File: src/rtl/alu_pkg.sv
// Shared ALU definitions: operation encodings and default adder geometry.
package alu_pkg;

    localparam int WIDTH_DEF = 32;
    localparam int SEG_W_DEF = 8;
    localparam int CLA_GRP_W = 4;

    typedef enum logic [1:0] {
        OP_ADD = 2'b00,
        OP_SUB = 2'b01,
        OP_ADC = 2'b10,
        OP_SBB = 2'b11
    } alu_op_e;

endpackage

File: src/rtl/cla_seg.sv
// Combinational SEG_W-bit carry-lookahead segment made of 4-bit lookahead groups;
// group generate/propagate ripple the carry between groups.
module cla_seg
    import alu_pkg::*;
#(
    parameter int SEG_W = SEG_W_DEF
) (
    input  logic [SEG_W-1:0] a,
    input  logic [SEG_W-1:0] b,
    input  logic             cin,
    output logic [SEG_W-1:0] sum,
    output logic             cout
);

    localparam int NGRP = SEG_W / CLA_GRP_W;

    logic [SEG_W-1:0] p_s;
    logic [SEG_W-1:0] g_s;
    logic [SEG_W:0]   c_s;
    logic [NGRP-1:0]  gp_s;
    logic [NGRP-1:0]  gg_s;
    int               base_s;

    // Bit P/G, in-group lookahead carries and group P/G carry chain.
    always_comb begin
        p_s    = a ^ b;
        g_s    = a & b;
        c_s    = '0;
        gp_s   = '0;
        gg_s   = '0;
        base_s = 0;
        c_s[0] = cin;
        for (int grp = 0; grp < NGRP; grp++) begin
            base_s        = grp * CLA_GRP_W;
            gg_s[grp]     = g_s[base_s+3]
                          | (p_s[base_s+3] & g_s[base_s+2])
                          | (p_s[base_s+3] & p_s[base_s+2] & g_s[base_s+1])
                          | (p_s[base_s+3] & p_s[base_s+2] & p_s[base_s+1] & g_s[base_s]);
            gp_s[grp]     = &p_s[base_s +: CLA_GRP_W];
            c_s[base_s+1] = g_s[base_s] | (p_s[base_s] & c_s[base_s]);
            c_s[base_s+2] = g_s[base_s+1]
                          | (p_s[base_s+1] & g_s[base_s])
                          | (p_s[base_s+1] & p_s[base_s] & c_s[base_s]);
            c_s[base_s+3] = g_s[base_s+2]
                          | (p_s[base_s+2] & g_s[base_s+1])
                          | (p_s[base_s+2] & p_s[base_s+1] & g_s[base_s])
                          | (p_s[base_s+2] & p_s[base_s+1] & p_s[base_s] & c_s[base_s]);
            c_s[base_s+4] = gg_s[grp] | (gp_s[grp] & c_s[base_s]);
        end
        sum  = p_s ^ c_s[SEG_W-1:0];
        cout = c_s[SEG_W];
    end

endmodule

File: src/rtl/pipe_add_sub.sv
// Pipelined segmented CLA adder/subtractor with valid/ready backpressure.
// Optional saturation on signed overflow when PIPE_ADD_SAT_EN is defined.
module pipe_add_sub
    import alu_pkg::*;
#(
    parameter int WIDTH = WIDTH_DEF,
    parameter int SEG_W = SEG_W_DEF
) (
    input  logic             clk,
    input  logic             reset,
    input  logic             in_valid,
    output logic             in_ready,
    input  logic [1:0]       in_op,
    input  logic [WIDTH-1:0] in_a,
    input  logic [WIDTH-1:0] in_b,
    input  logic             in_carry,
`ifdef PIPE_ADD_SAT_EN
    input  logic             in_sat,
`endif
    output logic             out_valid,
    input  logic             out_ready,
    output logic [WIDTH-1:0] out_sum,
    output logic             out_carry,
    output logic             out_ovf,
    output logic             out_zero
);

    localparam int NSTAGE = WIDTH / SEG_W;

    logic                             stall_s;
    logic [WIDTH-1:0]                 b_eff_s;
    logic                             cin_s;
    logic [NSTAGE-1:0]                v_r;
    logic [NSTAGE-1:0][WIDTH-1:0]     x_r;   // resolved low segments + pending a segments
    logic [NSTAGE-1:0]                c_r;
    logic [NSTAGE-1:0][SEG_W-1:0]     seg_sum_s;
    logic [NSTAGE-1:0]                seg_cout_s;
    logic [NSTAGE-1:0][WIDTH-1:0]     nx_s;
    logic [WIDTH-1:0]                 fin_sum_s;
    logic                             fin_ovf_s;
    logic                             a_msb_s;
    logic                             b_msb_s;
    logic                             out_valid_r;
    logic [WIDTH-1:0]                 out_sum_r;
    logic                             out_carry_r;
    logic                             out_ovf_r;

    assign stall_s   = out_valid_r & ~out_ready;
    assign in_ready  = ~stall_s;
    assign out_valid = out_valid_r;
    assign out_sum   = out_sum_r;
    assign out_carry = out_carry_r;
    assign out_ovf   = out_ovf_r;
    assign out_zero  = out_valid_r & (out_sum_r == {WIDTH{1'b0}});

    // Operand conditioning: subtraction is a + ~b + cin.
    always_comb begin
        b_eff_s = in_b;
        cin_s   = 1'b0;
        case (alu_op_e'(in_op))
            OP_ADD:  begin b_eff_s = in_b;  cin_s = 1'b0;     end
            OP_SUB:  begin b_eff_s = ~in_b; cin_s = 1'b1;     end
            OP_ADC:  begin b_eff_s = in_b;  cin_s = in_carry; end
            OP_SBB:  begin b_eff_s = ~in_b; cin_s = in_carry; end
            default: begin b_eff_s = in_b;  cin_s = 1'b0;     end
        endcase
    end

    // b skew registers shrink by one segment per stage as segments resolve.
    for (genvar k = 0; k < NSTAGE; k++) begin : g_stg
        localparam int BW = WIDTH - k * SEG_W;
        logic [BW-1:0] b_r;

        if (k == 0) begin : g_first
            // Capture the conditioned b operand at accept.
            always_ff @(posedge clk) begin
                if (reset) begin
                    b_r <= '0;
                end else if (!stall_s) begin
                    b_r <= b_eff_s;
                end
            end
        end else begin : g_next
            // Forward the still-unresolved b segments.
            always_ff @(posedge clk) begin
                if (reset) begin
                    b_r <= '0;
                end else if (!stall_s) begin
                    b_r <= g_stg[k-1].b_r[BW+SEG_W-1:SEG_W];
                end
            end
        end

        cla_seg #(.SEG_W(SEG_W)) u_cla (
            .a    (x_r[k][k*SEG_W +: SEG_W]),
            .b    (b_r[SEG_W-1:0]),
            .cin  (c_r[k]),
            .sum  (seg_sum_s[k]),
            .cout (seg_cout_s[k])
        );
    end

    // Splice each stage's freshly resolved segment into its result vector.
    always_comb begin
        nx_s = x_r;
        for (int k = 0; k < NSTAGE; k++) begin
            nx_s[k][k*SEG_W +: SEG_W] = seg_sum_s[k];
        end
    end

`ifdef PIPE_ADD_SAT_EN
    logic [NSTAGE-1:0] sat_r;

    // Saturation request travels with its beat.
    always_ff @(posedge clk) begin
        if (reset) begin
            sat_r <= '0;
        end else if (!stall_s) begin
            sat_r <= {sat_r[NSTAGE-2:0], in_sat};
        end
    end
`endif

    // Final stage: operand sign bits are still in the skew registers here.
    always_comb begin
        a_msb_s   = x_r[NSTAGE-1][WIDTH-1];
        b_msb_s   = g_stg[NSTAGE-1].b_r[SEG_W-1];
        fin_ovf_s = (a_msb_s == b_msb_s) & (nx_s[NSTAGE-1][WIDTH-1] != a_msb_s);
        fin_sum_s = nx_s[NSTAGE-1];
`ifdef PIPE_ADD_SAT_EN
        if (sat_r[NSTAGE-1] && fin_ovf_s) begin
            fin_sum_s          = {WIDTH{~a_msb_s}};
            fin_sum_s[WIDTH-1] = a_msb_s;
        end else begin
            fin_sum_s = nx_s[NSTAGE-1];
        end
`endif
    end

    // Pipeline advance: every stage and the output register hold together on stall.
    always_ff @(posedge clk) begin
        if (reset) begin
            v_r         <= '0;
            x_r         <= '0;
            c_r         <= '0;
            out_valid_r <= 1'b0;
            out_sum_r   <= '0;
            out_carry_r <= 1'b0;
            out_ovf_r   <= 1'b0;
        end else if (!stall_s) begin
            v_r[0] <= in_valid;
            x_r[0] <= in_a;
            c_r[0] <= cin_s;
            for (int k = 1; k < NSTAGE; k++) begin
                v_r[k] <= v_r[k-1];
                x_r[k] <= nx_s[k-1];
                c_r[k] <= seg_cout_s[k-1];
            end
            out_valid_r <= v_r[NSTAGE-1];
            out_sum_r   <= fin_sum_s;
            out_carry_r <= seg_cout_s[NSTAGE-1];
            out_ovf_r   <= fin_ovf_s;
        end
    end

endmodule

File: config.mk
export PLATFORM = sky130hd
export DESIGN_NAME = pipe_add_sub
export DESIGN_NICKNAME = d
export VERILOG_FILES = /design/src/rtl/alu_pkg.sv /design/src/rtl/cla_seg.sv /design/src/rtl/pipe_add_sub.sv
export SDC_FILE = /design/constraint.sdc
export NUM_CORES = 1
export LEC_CHECK = 0
export CORE_ASPECT_RATIO = 0.8
export CORE_MARGIN = 2
export CORE_UTILIZATION = 30
export CTS_BUF_LIST = sky130_fd_sc_hd__clkbuf_2 sky130_fd_sc_hd__clkbuf_4 sky130_fd_sc_hd__clkbuf_8
export DETAILED_ROUTE_END_ITERATION = 7
export PLACE_DENSITY_LB_ADDON = 0.1
export SYNTH_ARGS = -nofsm -noshare
export SYNTH_HDL_FRONTEND = slang
export SYNTH_SLANG_ARGS = --single-unit
File: constraint.sdc
create_clock -name clk -period 2.2 [get_ports clk]
set_clock_uncertainty 0.2 [all_clocks]
set_input_delay 0.22 -clock clk [delete_from_list [all_inputs] [get_ports clk]]
set_output_delay 0.22 -clock clk [all_outputs]
set_load 0.01 [all_outputs]
==> metrics.md <==
| Metric | Value |
|---|---|
| Status | completed |
| Post-synth cell types | 41 |
| I/O pin count | 108 |
| PwrDens | 778 nW/um^2 |
| Via/cell ratio | 4.66 |
| Ys Warns | 0 |
| Synth Area in Adders | 0.0549 |
| Setup TNS | 0 ns |
| Root Buffer Master | clkbuf_8 |
| Met3 Usage GRT | 0.0304 |
| Max FO, Critical Path | 3 |
| Leakage Power | 0.00506 uW |
| Vias in the first global route | 8187 |
| Synth Area in Simple Gates | 0.199 |
| Footprint of the multi-input gates | 4770 sq um |
| Layout Nets | 1479 |
| Starting Density | 0.305 |
| Cell count of the worst reg-to-reg path | 8 |
| Area contributors post-synth | dfxtp_1 49%, nand2_1 15%, a21oi_1 10% |
| Post-DRT Antenna Nets | 0 |
| Post-synthesis cell count | 1244 |
| CP Launch Type | flop |
| Top cells by count, synth | 398 x nand2_1, 251 x dfxtp_1, 210 x a21oi_1 |
| Placed cell count | 1746 |
| Drt first pass iters | 5 |
| Die X | 210 um |
| Synth Flop Type | dfxtp_1 |
| CP endpoint | out_sum[29] |
| Clock Path Buffers | 3 |
| GR Layer Usage met1 | 0.225 |
| Residual DRC | 0 |
| First-pass GRT wire length | 43.8 mm |
| Final GP Congestion | 0.765 |
| Reg2Reg Setup Slack | 0.07 ns |
| Crit path launch | x_r[122] |
| Number of register bits inferred by synthesis | 251 |
| Reg2reg end | out_sum[29] |
| Main combinational cell family by area after synthesis | simple AND/OR/NAND/NOR gates |
| Initial antenna violation count | 0 |
| Most common cell in the netlist | nand2_1 |
| Reg area | 5030 sq um |
| EDFF count, synth | 0 |
| FP Rows | 60 |
| Global route hottest layer | met2 |
| Post-synthesis xor/xnor area fraction | 0.0377 |
| CTS tree | yes |
| DRT Wirelength | 27.5 mm |
| Post-synthesis async set-or-reset flop share | 0 |
| FMAX | 0.470 GHz |
| Filler cell count | 3563 |
| Final-report hold violation count | 0 |
| Core ar. | 33600 sq um |
| Complex-gate fraction of the synthesized area | 0.165 |
| Largest net degree at the start of global routing | 77 |
| Syn avg cell area | 8.21 sq um |
| Max_cap viols | 0 |
| Tcrit/Tclk final | 0.968 |
| Yosys top cell by area | dfxtp_1 |
| Reg-to-reg startpoint | x_r[122] |
| Post-DR wirelength/cell | 15.0 um |
| H-tree Lvls | 2 |
| Share of post-route cells with drive strength above 1 | 0.106 |
| Seq/Total Area, Yosys | 0.492 |
| I/O Buffers | 107 |
| Layout area overhead | 26.4% |
| GRT Util Overall | 0.154 |
| Relative slew slack | 0.616 |
| Clock Sinks | 251 |
| Fin crit period | 2.13 ns |
| Endpoints failing setup | 0 |
| TritonCTS buffer count | 43 |
| Worst setup EP type | flop |
| Critical path arrival | 2.38 ns |
| Syn nets | 1355 |
| Slew Limit Fails | 0 |
| Hold WC Path Type | input pin to flop |
| Synth top area share | 0.492 |
| Hold Slack | 0.0366 ns |
| Antenna Cells | 0 |
| VDD IR max | 333 uV |
| Total number of vias | 8524 |
| DRT iter0 DRCs | 449 |
| Die height | 169 um |
| Worst-Skew Late Latency | 0.54 ns |
| Post-synthesis mux area share | 0.00306 |
| Mapped Area | 10200 sq um |
| Fin cells | 1829 |
| Req. time, crit path | 2.45 ns |
| Die area | 35600 sq um |
| Worst-Margin Slew | 0.577 ns |
| Detailed placer's ending HPWL | 18.7 mm |
| Met2 Usage GRT | 0.227 |
| Crit Path Class | flop to flop |
| CTS clk-pin slew, worst paths | 0.06 ns |
| GRT overflow | 0 |
through the flow:
stage / util / total power, uW / instance area, sq um / setup slack (ns)
2_1_floorplan: - / 5460 / 10200 / 0.0601
3_3_place_gp: 0.354 / 5840 / 11900 / 0.00761
3_5_place_dp: 0.354 / 5850 / 11900 / 0.0245
4_1_cts: 0.383 / 10200 / 12900 / 0.0114
5_1_grt: 0.385 / 10500 / 12900 / -0.0243
6_report: 0.385 / 10100 / 12900 / 0.0702
what timing repair did:
item,4_1_cts,5_1_grt
hold endpoints to repair,34,0
hold buffers,9,0
endpoints found under the setup margin,2,6
gates resized for setup,9,12
pin swaps,3,9
buffers inserted,1,1
cell type report:
class	count	area share
multi-input cells	888	0.369
clock buffers	69	0.0663
well taps	434	0.0420
flip-flops and latches	251	0.389
clock inverters	3	0.00136
repair buffers	169	0.127
inverters	15	0.00494
worst min path at each step:
stage                        startpoint            end  slack (ns)  cells past startpoint
after floorplan                in_a[10]       nx_s[10]        0.16                      2
after global placement    fin_sum_s[17]  fin_sum_s[17]        0.24                      2
after detailed placement       nx_s[91]       nx_s[91]        0.24                      2
after CTS                      in_a[12]       nx_s[12]      0.0001                      3
after global routing           in_a[15]       nx_s[15]        0.02                      3
final                          in_a[23]       nx_s[23]        0.04                      3
critical path: stages (launching register included):
cell and delay, ns:
dfxtp_1 0.31, ha_1 0.31, a21o_1 0.20, a21oi_2 0.13, and2_4 0.16, inv_1 0.05
fa_2 0.33, xnor2_1 0.13, a211oi_1 0.24
placed cells by master (no fill, tap or decap), drive strengths merged, types with 11 or more instances in the layout:
cell type,synthesis,final
a21oi,211,211
dfxtp,251,251
clkbuf,22,69
a21o,16,16
nor2,47,47
xnor2,39,39
inv,15,15
nand3,17,17
nor4,11,11
buf,68,56
clkdlybuf4s50,0,103
a211oi,41,41
ha,32,32
o21ai,14,14
nand2,398,398
layer usage:
layer  vias to the layer above  share of wire
li1                       4423              -
met1                      3893           0.53
met2                       173           0.41
met3                        35          0.046
met4                         0          0.019
met5                         -              0
sequential cells by signal, indices dropped and copies added (netlist names):
| register | count |
|---|---|
| out_carry | 1 |
| out_valid | 1 |
| a_msb_s | 1 |
| v_r | 4 |
| c_r | 4 |
| out_sum | 32 |
| g_stg.b_r | 80 |
| fin_sum_s | 24 |
| x_r | 31 |
| out_ovf | 1 |
| nx_s | 72 |
cell families after synthesis:
logic type	after synthesis
multiplexers	3
flip-flops	251
adder cells (fa/ha/maj)	40
AND/OR/NAND/NOR	504
XOR/XNOR	44
AO/OA/AOI/OAI	297
buffers and inverters	105
power breakdown:
part | internal [uW] | switching (uW) | leakage, uW
clock network | 2440 | 1850 | 0.000465
registers | 4780 | 135 | 0.00206
logic | 420 | 425 | 0.00254
total | 7640 | 2410 | 0.00506
Power figures use the tool's default switching activity.
